**src/rtl/pll_supervisor_pkg.sv**
```systemverilog
// Shared types and counter-width helpers for the PLL lock supervisor.
package pll_supervisor_pkg;

  typedef enum logic [2:0] {
    HOLD,
    WAIT_LOCK,
    STABLE,
    RUN,
    FAULT
  } ch_state_e;

  // Bits needed to hold values 0..n-1, never narrower than one bit.
  function automatic int bits_for(input int n);
    return (n <= 1) ? 1 : $clog2(n);
  endfunction

  function automatic int timer_w(input int lock_timeout, input int reset_cycles);
    return bits_for((lock_timeout > reset_cycles) ? lock_timeout : reset_cycles);
  endfunction

  function automatic int stable_w(input int stable_cycles);
    return bits_for(stable_cycles + 1);
  endfunction

  function automatic int retry_w(input int max_retries);
    return bits_for(max_retries + 1);
  endfunction

endpackage

```
**src/rtl/pll_supervisor_ch.sv**
```systemverilog
// One supervisor channel: LOCK synchroniser, reset/lock FSM, retry and relock counters.
module pll_supervisor_ch
  import pll_supervisor_pkg::*;
#(
  parameter int SYNC_STAGES   = 2,
  parameter int RESET_CYCLES  = 16,
  parameter int LOCK_TIMEOUT  = 65536,
  parameter int STABLE_CYCLES = 1024,
  parameter int MAX_RETRIES   = 3,
  parameter int CNT_W         = 8
) (
  input  logic             clk_i,
  input  logic             rst_ni,
  input  logic             pll_lock_i,
  input  logic             force_reset_i,
  input  logic             clear_fault_i,
  output logic             pll_resetb_o,
  output logic             ready_o,
  output logic             fault_o,
  output logic [CNT_W-1:0] relock_count_o
);

  localparam int TMR_W = timer_w(LOCK_TIMEOUT, RESET_CYCLES);
  localparam int STB_W = stable_w(STABLE_CYCLES);
  localparam int RTY_W = retry_w(MAX_RETRIES);

  localparam logic [TMR_W-1:0] HOLD_LAST = TMR_W'(RESET_CYCLES - 1);
  localparam logic [TMR_W-1:0] WAIT_LAST = TMR_W'(LOCK_TIMEOUT - 1);
  localparam logic [STB_W-1:0] STB_DONE  = STB_W'(STABLE_CYCLES);
  localparam logic [RTY_W-1:0] RTY_MAX   = RTY_W'(MAX_RETRIES);

  logic [SYNC_STAGES-1:0] sync_q;
  logic                   lock_s;

  ch_state_e        state_q,  state_d;
  logic [TMR_W-1:0] timer_q,  timer_d;
  logic [STB_W-1:0] stable_q, stable_d;
  logic [RTY_W-1:0] retry_q,  retry_d;
  logic [CNT_W-1:0] relock_q, relock_d;
  logic [RTY_W-1:0] retry_inc;

  always_ff @(posedge clk_i or negedge rst_ni) begin
    if (!rst_ni) begin
      sync_q   <= '0;
      state_q  <= HOLD;
      timer_q  <= '0;
      stable_q <= '0;
      retry_q  <= '0;
      relock_q <= '0;
    end else begin
      sync_q   <= {sync_q[SYNC_STAGES-2:0], pll_lock_i};
      state_q  <= state_d;
      timer_q  <= timer_d;
      stable_q <= stable_d;
      retry_q  <= retry_d;
      relock_q <= relock_d;
    end
  end

  assign lock_s    = sync_q[SYNC_STAGES-1];
  assign retry_inc = retry_q + RTY_W'(1);

  always_comb begin
    state_d  = state_q;
    timer_d  = timer_q;
    stable_d = stable_q;
    retry_d  = retry_q;
    relock_d = relock_q;

    // Every path into HOLD clears the timer so the reset pulse is always full length.
    if (force_reset_i) begin
      state_d = HOLD;
      timer_d = '0;
      retry_d = '0;
    end else if (clear_fault_i && (state_q == FAULT)) begin
      state_d = HOLD;
      timer_d = '0;
      retry_d = '0;
    end else begin
      unique case (state_q)
        HOLD: begin
          if (timer_q == HOLD_LAST) begin
            state_d = WAIT_LOCK;
            timer_d = '0;
          end else begin
            timer_d = timer_q + TMR_W'(1);
          end
        end
        WAIT_LOCK: begin
          if (lock_s) begin
            state_d  = STABLE;
            stable_d = STB_W'(1);
            timer_d  = '0;
          end else if (timer_q == WAIT_LAST) begin
            timer_d = '0;
            retry_d = retry_inc;
            state_d = (retry_inc == RTY_MAX) ? FAULT : HOLD;
          end else begin
            timer_d = timer_q + TMR_W'(1);
          end
        end
        STABLE: begin
          if (!lock_s) begin
            state_d = WAIT_LOCK;
            timer_d = '0;
          end else if (stable_q == STB_DONE) begin
            state_d = RUN;
            retry_d = '0;
          end else begin
            stable_d = stable_q + STB_W'(1);
          end
        end
        RUN: begin
          if (!lock_s) begin
            state_d = HOLD;
            timer_d = '0;
            retry_d = '0;
            if (relock_q != '1) relock_d = relock_q + CNT_W'(1);
          end
        end
        FAULT: ;
        default: begin
          state_d = HOLD;
          timer_d = '0;
        end
      endcase
    end
  end

  assign pll_resetb_o   = !((state_q == HOLD) || (state_q == FAULT));
  assign ready_o        = (state_q == RUN);
  assign fault_o        = (state_q == FAULT);
  assign relock_count_o = relock_q;

endmodule

```
**src/rtl/pll_supervisor.sv**
```systemverilog
// Lock supervisor for NUM_PLL independent PLLs on the reference clock.
module pll_supervisor
  import pll_supervisor_pkg::*;
#(
  parameter int NUM_PLL       = 1,
  parameter int SYNC_STAGES   = 2,
  parameter int RESET_CYCLES  = 16,
  parameter int LOCK_TIMEOUT  = 65536,
  parameter int STABLE_CYCLES = 1024,
  parameter int MAX_RETRIES   = 3,
  parameter int CNT_W         = 8
) (
  input  logic                       clock_in,
  input  logic                       reset_n,
  input  logic [NUM_PLL-1:0]         pll_lock,
  input  logic [NUM_PLL-1:0]         force_reset,
  input  logic                       clear_fault,
  output logic [NUM_PLL-1:0]         pll_resetb,
  output logic [NUM_PLL-1:0]         ch_ready,
  output logic [NUM_PLL-1:0]         ch_fault,
  output logic                       all_ready,
  output logic [NUM_PLL*CNT_W-1:0]   relock_count
);

  for (genvar i = 0; i < NUM_PLL; i++) begin : g_ch
    pll_supervisor_ch #(
      .SYNC_STAGES  (SYNC_STAGES),
      .RESET_CYCLES (RESET_CYCLES),
      .LOCK_TIMEOUT (LOCK_TIMEOUT),
      .STABLE_CYCLES(STABLE_CYCLES),
      .MAX_RETRIES  (MAX_RETRIES),
      .CNT_W        (CNT_W)
    ) u_ch (
      .clk_i         (clock_in),
      .rst_ni        (reset_n),
      .pll_lock_i    (pll_lock[i]),
      .force_reset_i (force_reset[i]),
      .clear_fault_i (clear_fault),
      .pll_resetb_o  (pll_resetb[i]),
      .ready_o       (ch_ready[i]),
      .fault_o       (ch_fault[i]),
      .relock_count_o(relock_count[i*CNT_W +: CNT_W])
    );
  end

  assign all_ready = &ch_ready;

endmodule

```
**config.mk**
```make
export PLATFORM = sky130hd
export DESIGN_NAME = pll_supervisor
export DESIGN_NICKNAME = d
export VERILOG_FILES = /design/src/rtl/pll_supervisor_pkg.sv /design/src/rtl/pll_supervisor_ch.sv /design/src/rtl/pll_supervisor.sv
export SDC_FILE = /design/constraint.sdc
export NUM_CORES = 1
export LEC_CHECK = 0
export BUFFER_PORTS_ARGS = -buffer_cell sky130_fd_sc_hd__buf_2
export CORE_MARGIN = 1
export CORE_UTILIZATION = 60
export CTS_CLUSTER_SIZE = 14
export DETAILED_ROUTE_END_ITERATION = 6
export PLACE_DENSITY = 0.79
export SETUP_SLACK_MARGIN = 0.02
export SYNTH_ARGS = -nofsm -noshare
export SYNTH_HDL_FRONTEND = slang
export SYNTH_SLANG_ARGS = --single-unit
```
**constraint.sdc**
```tcl
create_clock -name clock_in -period 2 [get_ports clock_in]
set_input_delay 0.1 -clock clock_in [delete_from_list [all_inputs] [get_ports clock_in]]
set_output_delay 0.1 -clock clock_in [all_outputs]
set_load 0.02 [all_outputs]
```
## After elaboration in Yosys (flattened, before gate mapping)

Index checks and enable logic that the tools add are counted.

- Logic and storage cells: 76
- Input port bits: 5
- Bits in registers: 42

- Equal/unequal tests: 22
- Reductions and logical operators: 12
- Mux-type cells: 29
- Add/subtract/negate cells: 4
- Bitwise gates (word level): 3

Operator list:

| kind | number |
|---|---|
| $mux W16 | 6 |
| $pmux W16 S4 | 1 |
| $mux W11 | 3 |
| $mux W3 | 9 |
| $pmux W11 S2 | 1 |
| $add A16 B1 Y16 const B | 1 |
| $eq A16 B16 Y1 const B | 1 |
| $eq A16 B4 Y1 const B | 1 |
| $ne A4 B2 Y1 const B | 4 |
| $pmux W3 S5 | 1 |
| $mux W2 | 7 |
| $ne A4 B4 Y1 const B | 3 |
| $reduce_and A6 Y1 | 2 |
| $add A11 B1 Y11 const B | 1 |
| $eq A11 B11 Y1 const B | 1 |
| $reduce_and A5 Y1 | 2 |
| $add A8 B1 Y8 const B | 1 |
| $ne A8 B8 Y1 const B | 1 |
| $eq A3 B2 Y1 const B | 2 |
| $pmux W2 S3 | 1 |
| $ne A5 B2 Y1 const B | 1 |
| $ne A5 B5 Y1 const B | 1 |
| $reduce_bool A5 Y1 | 1 |
| $ne A2 B1 Y1 const B | 2 |
| 14 further kinds | 16 |

## Depth between registers and ports, before layout

Gate-level depths: netlist (run 1).

- Depth after elaboration: 8
- Depth in mapped cells: 7

## Cells and area by module

Synthesis (run 1) repeated with hierarchy kept, for this count alone.

- Cells, all modules: 236
- Area, all modules: 2318.5 µm²

By module, submodules not included:

| module | sequential area each (µm²) | area each (µm²) | cells each | times used |
|---|---|---|---|---|
| pll_supervisor_ch | 1051.0 | 2311.0 | 235 | 1 |
| pll_supervisor | 0.0 | 7.5 | 1 | 1 |

## Worst setup path after synthesis (run 1)

Ideal clock, no wire load.

- Kind: register -> register
- Start point: reg g_ch[0].u_ch.relock_q[0]
- End point: reg g_ch[0].u_ch.relock_q[5]
- Path slack: 0.068 ns
- Arrival time: 1.853 ns
- Library setup time: 0.080 ns
- Stages on the path, launching flop included: 7
- Data required time: 1.920 ns
- Cells stage by stage: dfrtp_1 ha_1 and3_1 a2111oi_4 nand4_1 nor2_1 xor2_1

- Longest elaborated chain between the ends: 2
- Elaborated cells between the ends (all ways): 3

RTL lines:

| element | line | source |
|---|---|---|
| start: declaration | pll_supervisor_ch.sv:39 | `logic [CNT_W-1:0] relock_q, relock_d;` |
| start signal: assignment | pll_supervisor_ch.sv:56 | `relock_q <= relock_d;` |
| parallel branches: the longest is 2 deep, another holds $add A8 B1 Y8 | n/a |  |

Several ways; the timed one is not identified.
A chain may end at the register's enable or synchronous reset.

## Final worst setup path (run 1)

- Start point: reg g_ch[0].u_ch.timer_q[4]
- End point: reg g_ch[0].u_ch.timer_q[3]

- Longest elaborated chain between the ends: 6
- Elaborated cells between the ends (all ways): 8

RTL lines:

| element | line | source |
|---|---|---|
| start: declaration | pll_supervisor_ch.sv:36 | `logic [TMR_W-1:0] timer_q, timer_d;` |
| start signal: assignment | pll_supervisor_ch.sv:53 | `timer_q <= timer_d;` |
| $eq A16 B16 Y1 | pll_supervisor_ch.sv:94 | `end else if (timer_q == WAIT_LAST) begin` |
| $mux W16 | pll_supervisor_ch.sv:94 |  |
| $mux W16 | pll_supervisor_ch.sv:90 | `if (lock_s) begin` |
| $pmux W16 S4 * | pll_supervisor_ch.sv:80 | `unique case (state_q)` |
| $mux W16 * | pll_supervisor_ch.sv:75 | `end else if (clear_fault_i && (state_q == FAULT)) begin` |
| $mux W16 * | pll_supervisor_ch.sv:71 | `if (force_reset_i) begin` |

Every way passes the cells marked *; elsewhere a longest branch is shown, timed or not.

==> results by group, run 1 <==
Power
  – Pwr/cell area: 695 mW/mm2
  – Peak VDD IR: 0.000481 V
  – Leak: between 1 and 1.5 nW

Routing
  – Vias: 2001
  – # DRC: 0
  – Routed WL: slightly below 5 mm
  – Routed wire per std cell: between 15 and 20 um
  – Initial DRC Count: 172
  – Average vias per placed instance: between 6 and 7
  – Antenna-violating nets left: 0
  – DRT Pass-1 Iters: 4

Global routing
  – Tot GR Track Use: 0.256
  – Vias in the first global route: between 1500 and 2000
  – First-pass GRT wire length: between 8 and 9 mm
  – Antenna violations before repair: 0
  – GRT overflow: 0
  – Largest net degree at the start of global routing: 25

Synthesis
  – Post-Syn Area: 0.00240 mm2
  – Top-area cell type share of the netlist area: 0.437
  – Synth Instances: 245
  – Netlist cell types: 55
  – Post-synth ARST share: 1.00
  – Post-synth EDFFs: 0
  – Seq/Total Area, Yosys: 0.437
  – Top post-synthesis cells by area: dfrtp_1, xor2_1, nor2_1
  – Area leader, netlist: dfrtp_1
  – #FFs+latches synth: 42
  – Top FF cell, synth: dfrtp_1
  – Yosys Warn Count: 0
  – Syn nets: 255
  – Synth Area per Inst: 9.81 um2

Worst setup path
  – Reg2Reg Depth: 6
  – Worst Setup End Kind: register
  – RR Startpoint: g_ch[0].u_ch.timer_q[4]
  – Critical path required time: between 2000 and 2500 ps
  – Type of the worst setup path: reg2reg
  – Reg2reg end: g_ch[0].u_ch.timer_q[3]
  – Critical Path AT: approximately 2100 ps
  – R2R setup slack: between 90 and 100 ps
  – Critical path fanouts, max: 8
  – Worst setup startpoint: g_ch[0].u_ch.timer_q[4]
  – CP Launch Type: register

Run
  – Max_cap viols: 0

Outcome
  – Outcome: completed

Clock network
  – Total CTS buffers: 5
  – Clk Latency, worst-skew pair: 300 ps
  – Clock Tree Buf Depth: 2
  – Clock Tree Root: clkbuf_8
  – Clock sinks: 42
  – CTS tree: yes
  – Max H-tree Level: 2
  – Worst-path clk slew: ~80 ps

Timing
  – Hold Fails Final Rpt: 0
  – Period utilization: 0.953
  – Final setup fails: 0
  – Setup_tns: 0 ps
  – FMAX: 524 MHz
  – Final worst setup slack: 93.2 ps
  – Rel. slew slack: 0.735
  – Slew @ Worst Pin: 387 ps
  – Max Slew Vio Count: 0
  – Fin crit period: 1910 ps
  – RSZ-0062 raised after global routing: false
  – Clock Skews: between 3 and 4 ps

Floorplanning
  – Die Y: around 65 um
  – Initial core utilization: 0.642
  – Core ar.: 0.00374 mm2
  – # rows: 22
  – Die Wd: around 65 um
  – Total die area: 0.00426 mm2
  – # IOs: 17

Min path
  – Hold Path End: g_ch[0].u_ch.state_q[2]
  – Hold Path Stages: 2
  – Min-delay src: clear_fault
  – Hold/Removal Path Class: in2reg

Placement
  – Placer Congestion: 0.839
  – Pre-CTS setup slack: approximately 50 ps
  – Port bufs: 16
  – DP Wirelength: between 3 and 4 mm

Finish
  – Commonest non-fill, non-tap cells in the layout: dfrtp_1, nor2_1, nand2_1, buf_4, buf_2
  – Fin nets: between 200 and 300
  – Share of layout cells above drive strength 1: 0.208
  – Layout area overhead: 16.9%
  – Most common cell after layout, fill and taps aside: dfrtp_1
  – Ant. Diodes: 0
==> Yosys cell counts, types with 4 or more instances <==
master / count
nand2b_1: 4
xnor2_1: 9
nor3_1: 4
inv_1: 8
a31oi_1: 4
nand3_1: 13
nand4_1: 8
ha_1: 5
a22o_1: 5
nand2_1: 21
dfrtp_1: 42
o21ai_0: 11
nor2_1: 23
and3_1: 10
xor2_1: 12
nor2b_1: 5
a21oi_1: 6
nor4_1: 4
==> flip-flops by register name, indices dropped and copies added, names as in the netlist <==
name,cells
g_ch.u_ch.timer_q,16
g_ch.u_ch.stable_q,11
g_ch.u_ch.relock_count_o,8
g_ch.u_ch.state_q,3
g_ch.u_ch.retry_q,2
g_ch.u_ch.sync_q,2
==> per-stage QoR <==
| stage | instance area [um2] | std cells | util | hold WS [ps] | total power (W) |
|---|---|---|---|---|---|
| floorplan | 2400 | 245 | - | -196 | 0.00117 |
| global placement | 2630 | 318 | 0.702 | 54.7 | 0.00127 |
| detailed placement | 2630 | 318 | 0.702 | 60.8 | 0.00128 |
| CTS | 2760 | 328 | 0.736 | 3.30 | 0.00195 |
| global route | 2810 | 331 | 0.751 | 7.79 | 0.00205 |
| finish | 2810 | 331 | 0.751 | 10.2 | 0.00195 |
==> cells by family after synthesis <==
kind of cell / after synthesis / share of synthesized area
AO/OA/AOI/OAI: 49 / 0.166
adder cells (fa/ha/maj): 5 / 0.0260
flip-flops: 42 / 0.437
buffers and inverters: 16 / 0.0312
AND/OR/NAND/NOR: 110 / 0.254
XOR/XNOR: 21 / 0.0765
multiplexers: 2 / 0.00885
==> worst max-delay path by stage <==
stage,to,slack [ps],depth (start not counted)
6_report,g_ch[0].u_ch.timer_q[3],90,6
5_1_grt,g_ch[0].u_ch.timer_q[3],20,6
4_1_cts,g_ch[0].u_ch.retry_q[1],30,5
3_5_place_dp,g_ch[0].u_ch.retry_q[1],50,5
3_3_place_gp,g_ch[0].u_ch.retry_q[0],130,5
2_1_floorplan,g_ch[0].u_ch.relock_count_o[5],70,6
==> repair_timing <==
action	CTS	global route
hold buffers	2	0
buffers inserted	0	3
resized for setup	0	4
endpoints found under the setup margin	0	13
hold endpoints to repair	19	0
==> layout make-up <==
| cell class | instances | area [um2] |
|---|---|---|
| well taps | 48 | 60.1 |
| clock buffers | 6 | 72.6 |
| inverters | 8 | 30.0 |
| flip-flops and latches | 42 | 1050 |
| fillers | 281 | 933 |
| multi-input cells | 187 | 1310 |
| repair buffers | 38 | 250 |
| clock inverters | 2 | 37.5 |
==> metal layers <==
layer  wire (um)  vias to the layer above  track usage
li1            -                      972            -
met3         233                        7       0.0608
met2        2370                       57        0.401
met5           0                        -            0
met4          79                        0       0.0897
met1        2290                      965        0.347
==> report_power, final <==
group / internal (W) / leakage, nW / switching, W
sequential: 0.000898 / 0.572 / 0.0000518
combinational: 0.000150 / 0.697 / 0.000181
clock: 0.000372 / 0.0514 / 0.000299
total: 0.00142 / 1.32 / 0.000532
==> critical path, stage by stage, from the launching register on <==
cell and delay, ps:
dfrtp_1 460, nand4_2 240, nor4_4 330, buf_4 190, a2bb2oi_4 260, o21ai_0 130
a22o_1 190
(Power assumes the default switching activity.)
==> run 2: changes to the inputs <==
--- a/config.mk
+++ b/config.mk
@@ -11,6 +11,7 @@
 export CTS_CLUSTER_SIZE = 14
 export DETAILED_ROUTE_END_ITERATION = 6
 export PLACE_DENSITY = 0.79
+export REMOVE_ABC_BUFFERS = 1
 export SETUP_SLACK_MARGIN = 0.02
 export SYNTH_ARGS = -nofsm -noshare
 export SYNTH_HDL_FRONTEND = slang
==> results by group, run 2 (synthesis results as in run 1) <==
Placement
  – DP Wirelength: 3.67 mm
  – Placed standard-cell area: 0.00263 mm2
  – Pre-CTS setup slack: 24.7 ps
  – Port bufs: 16
  – Number of cells after detailed placement: 319
  – Placer Congestion: 0.852

Finish
  – Layout area overhead: 17.0%
  – Fin nets: between 200 and 300
  – Ant. Diodes: 0
  – Most common cell after layout, fill and taps aside: dfrtp_1
  – Max reg flops: 16
  – Post-route cell area: around 0.0028 mm2
  – Share of layout cells above drive strength 1: 0.204
  – Top reg by flops: g_ch.u_ch.timer_q
  – Commonest non-fill, non-tap cells in the layout: dfrtp_1, nor2_1, nand2_1, buf_4, buf_2
  – Final cell count without fillers: 332

Worst setup path
  – Worst Setup End Kind: register
  – R2R setup slack: 90 ps
  – RR Startpoint: g_ch[0].u_ch.relock_count_o[0]
  – CP Launch Type: register
  – Reg2reg end: g_ch[0].u_ch.relock_count_o[5]
  – Critical Path AT: between 2000 and 2500 ps
  – Critical path fanouts, max: 4
  – Reg2Reg Depth: 6
  – Critical path required time: 2220 ps
  – Type of the worst setup path: reg2reg

Power
  – Leak: 1.32 nW
  – Pwr/cell area: about 700 mW/mm2
  – Peak VDD IR: 0.000426 V
  – Final Power: 0.00196 W

Routing
  – Routed wire per std cell: 15.6 um
  – DRT Pass-1 Iters: 4
  – # DRC: 0
  – Met3 routed WL: 185 um
  – Top Layer Used: met4
  – Antenna-violating nets left: 0
  – Initial DRC Count: 172
  – DR WL met2: between 2 and 2.5 mm
  – Routed WL: about 5.2 mm
  – Met1 wire length: 2.47 mm
  – Vias: 2001
  – Average vias per placed instance: approximately 6.0

Global routing
  – GRT overflow: 0
  – Vias in the first global route: 1874
  – Tot GR Track Use: 0.265
  – Largest net degree at the start of global routing: 30
  – First-pass GRT wire length: 8.60 mm
  – Antenna violations before repair: 0

Run
  – Max_cap viols: 0

Min path
  – Min-delay src: force_reset
  – Hold Path Stages: 2
  – Hold/Removal Path Class: in2reg
  – Hold Path End: g_ch[0].u_ch.state_q[2]

Floorplanning
  – Die Y: 65.3 um
  – # IOs: 17
  – Initial core utilization: 0.642
  – # rows: 22
  – Die Wd: about 65 um
  – Total die area: approximately 0.0043 mm2
  – Core ar.: 0.00374 mm2

Clock network
  – Clk Latency, worst-skew pair: 300 ps
  – Worst-path clk slew: 80 ps
  – Clock Tree Buf Depth: 2
  – CTS tree: yes
  – Total CTS buffers: 5
  – Clock sinks: 42
  – Clock Tree Root: clkbuf_8
  – Max H-tree Level: 2

Timing
  – Slew @ Worst Pin: 602 ps
  – FMAX: about 520 MHz
  – Period utilization: 0.953
  – Final setup fails: 0
  – Fin crit period: 1910 ps
  – Rel. slew slack: 0.595
  – Hold Fails Final Rpt: 0
  – Final worst setup slack: 94.2 ps
  – Clock Skews: roughly 7 ps
  – Max Slew Vio Count: 0

Outcome
  – Outcome: completed
[run 2: layer usage]
layer | vias up | GRT usage
met5 | - | 0
met4 | 0 | 0.109
met3 | 8 | 0.0486
met2 | 50 | 0.415
met1 | 973 | 0.361
li1 | 970 | -
[run 2: what timing repair did]
item / CTS / global route
endpoints found under the hold margin: 15 / 0
setup endpoints to repair: 0 / 17
setup buffers: 0 / 2
hold buffers: 3 / 0
resized for setup: 0 / 5
[run 2: layout make-up]
cell class / instances / area (um2)
inverter: 8 / 30.0
tap: 48 / 60.1
multi-input combinational: 187 / 1300
clock inverter: 2 / 37.5
sequential: 42 / 1050
fill: 263 / 932
timing repair buffer: 39 / 260
clock buffer: 6 / 72.6
[run 2: through the flow]
stage               utilization  setup TNS, ps  hold WS (ps)
floorplan                     -              0          -196
global placement          0.704              0          4.73
detailed placement        0.704              0          10.7
CTS                       0.741              0           165
global route              0.751          -4.88           200
finish                    0.751              0           185
[run 2: worst max path at each step]
stage	depth (start not counted)	from	slack, ps	to
after floorplan	6	g_ch[0].u_ch.relock_count_o[0]	70	g_ch[0].u_ch.relock_count_o[5]
after global placement	6	g_ch[0].u_ch.timer_q[1]	130	g_ch[0].u_ch.timer_q[13]
after detailed placement	6	g_ch[0].u_ch.timer_q[1]	20	g_ch[0].u_ch.timer_q[5]
after CTS	6	g_ch[0].u_ch.timer_q[1]	30	g_ch[0].u_ch.timer_q[5]
after global routing	6	g_ch[0].u_ch.relock_count_o[0]	-5	g_ch[0].u_ch.relock_count_o[5]
final	6	g_ch[0].u_ch.relock_count_o[0]	90	g_ch[0].u_ch.relock_count_o[5]
[run 2: critical path: stages, from the launching register on]
cell and delay (ps):
dfrtp_1 430, ha_1 250, and3_1 190, a2111oi_4 370
nand4_1 210, nor2_1 200, xor2_1 170
[run 2: power by group]
group          internal (W)  switching (W)  leakage, nW
Sequential         0.000898      0.0000497        0.572
Clock              0.000373       0.000302       0.0514
Combinational      0.000153       0.000189        0.694
Total               0.00142       0.000540         1.32
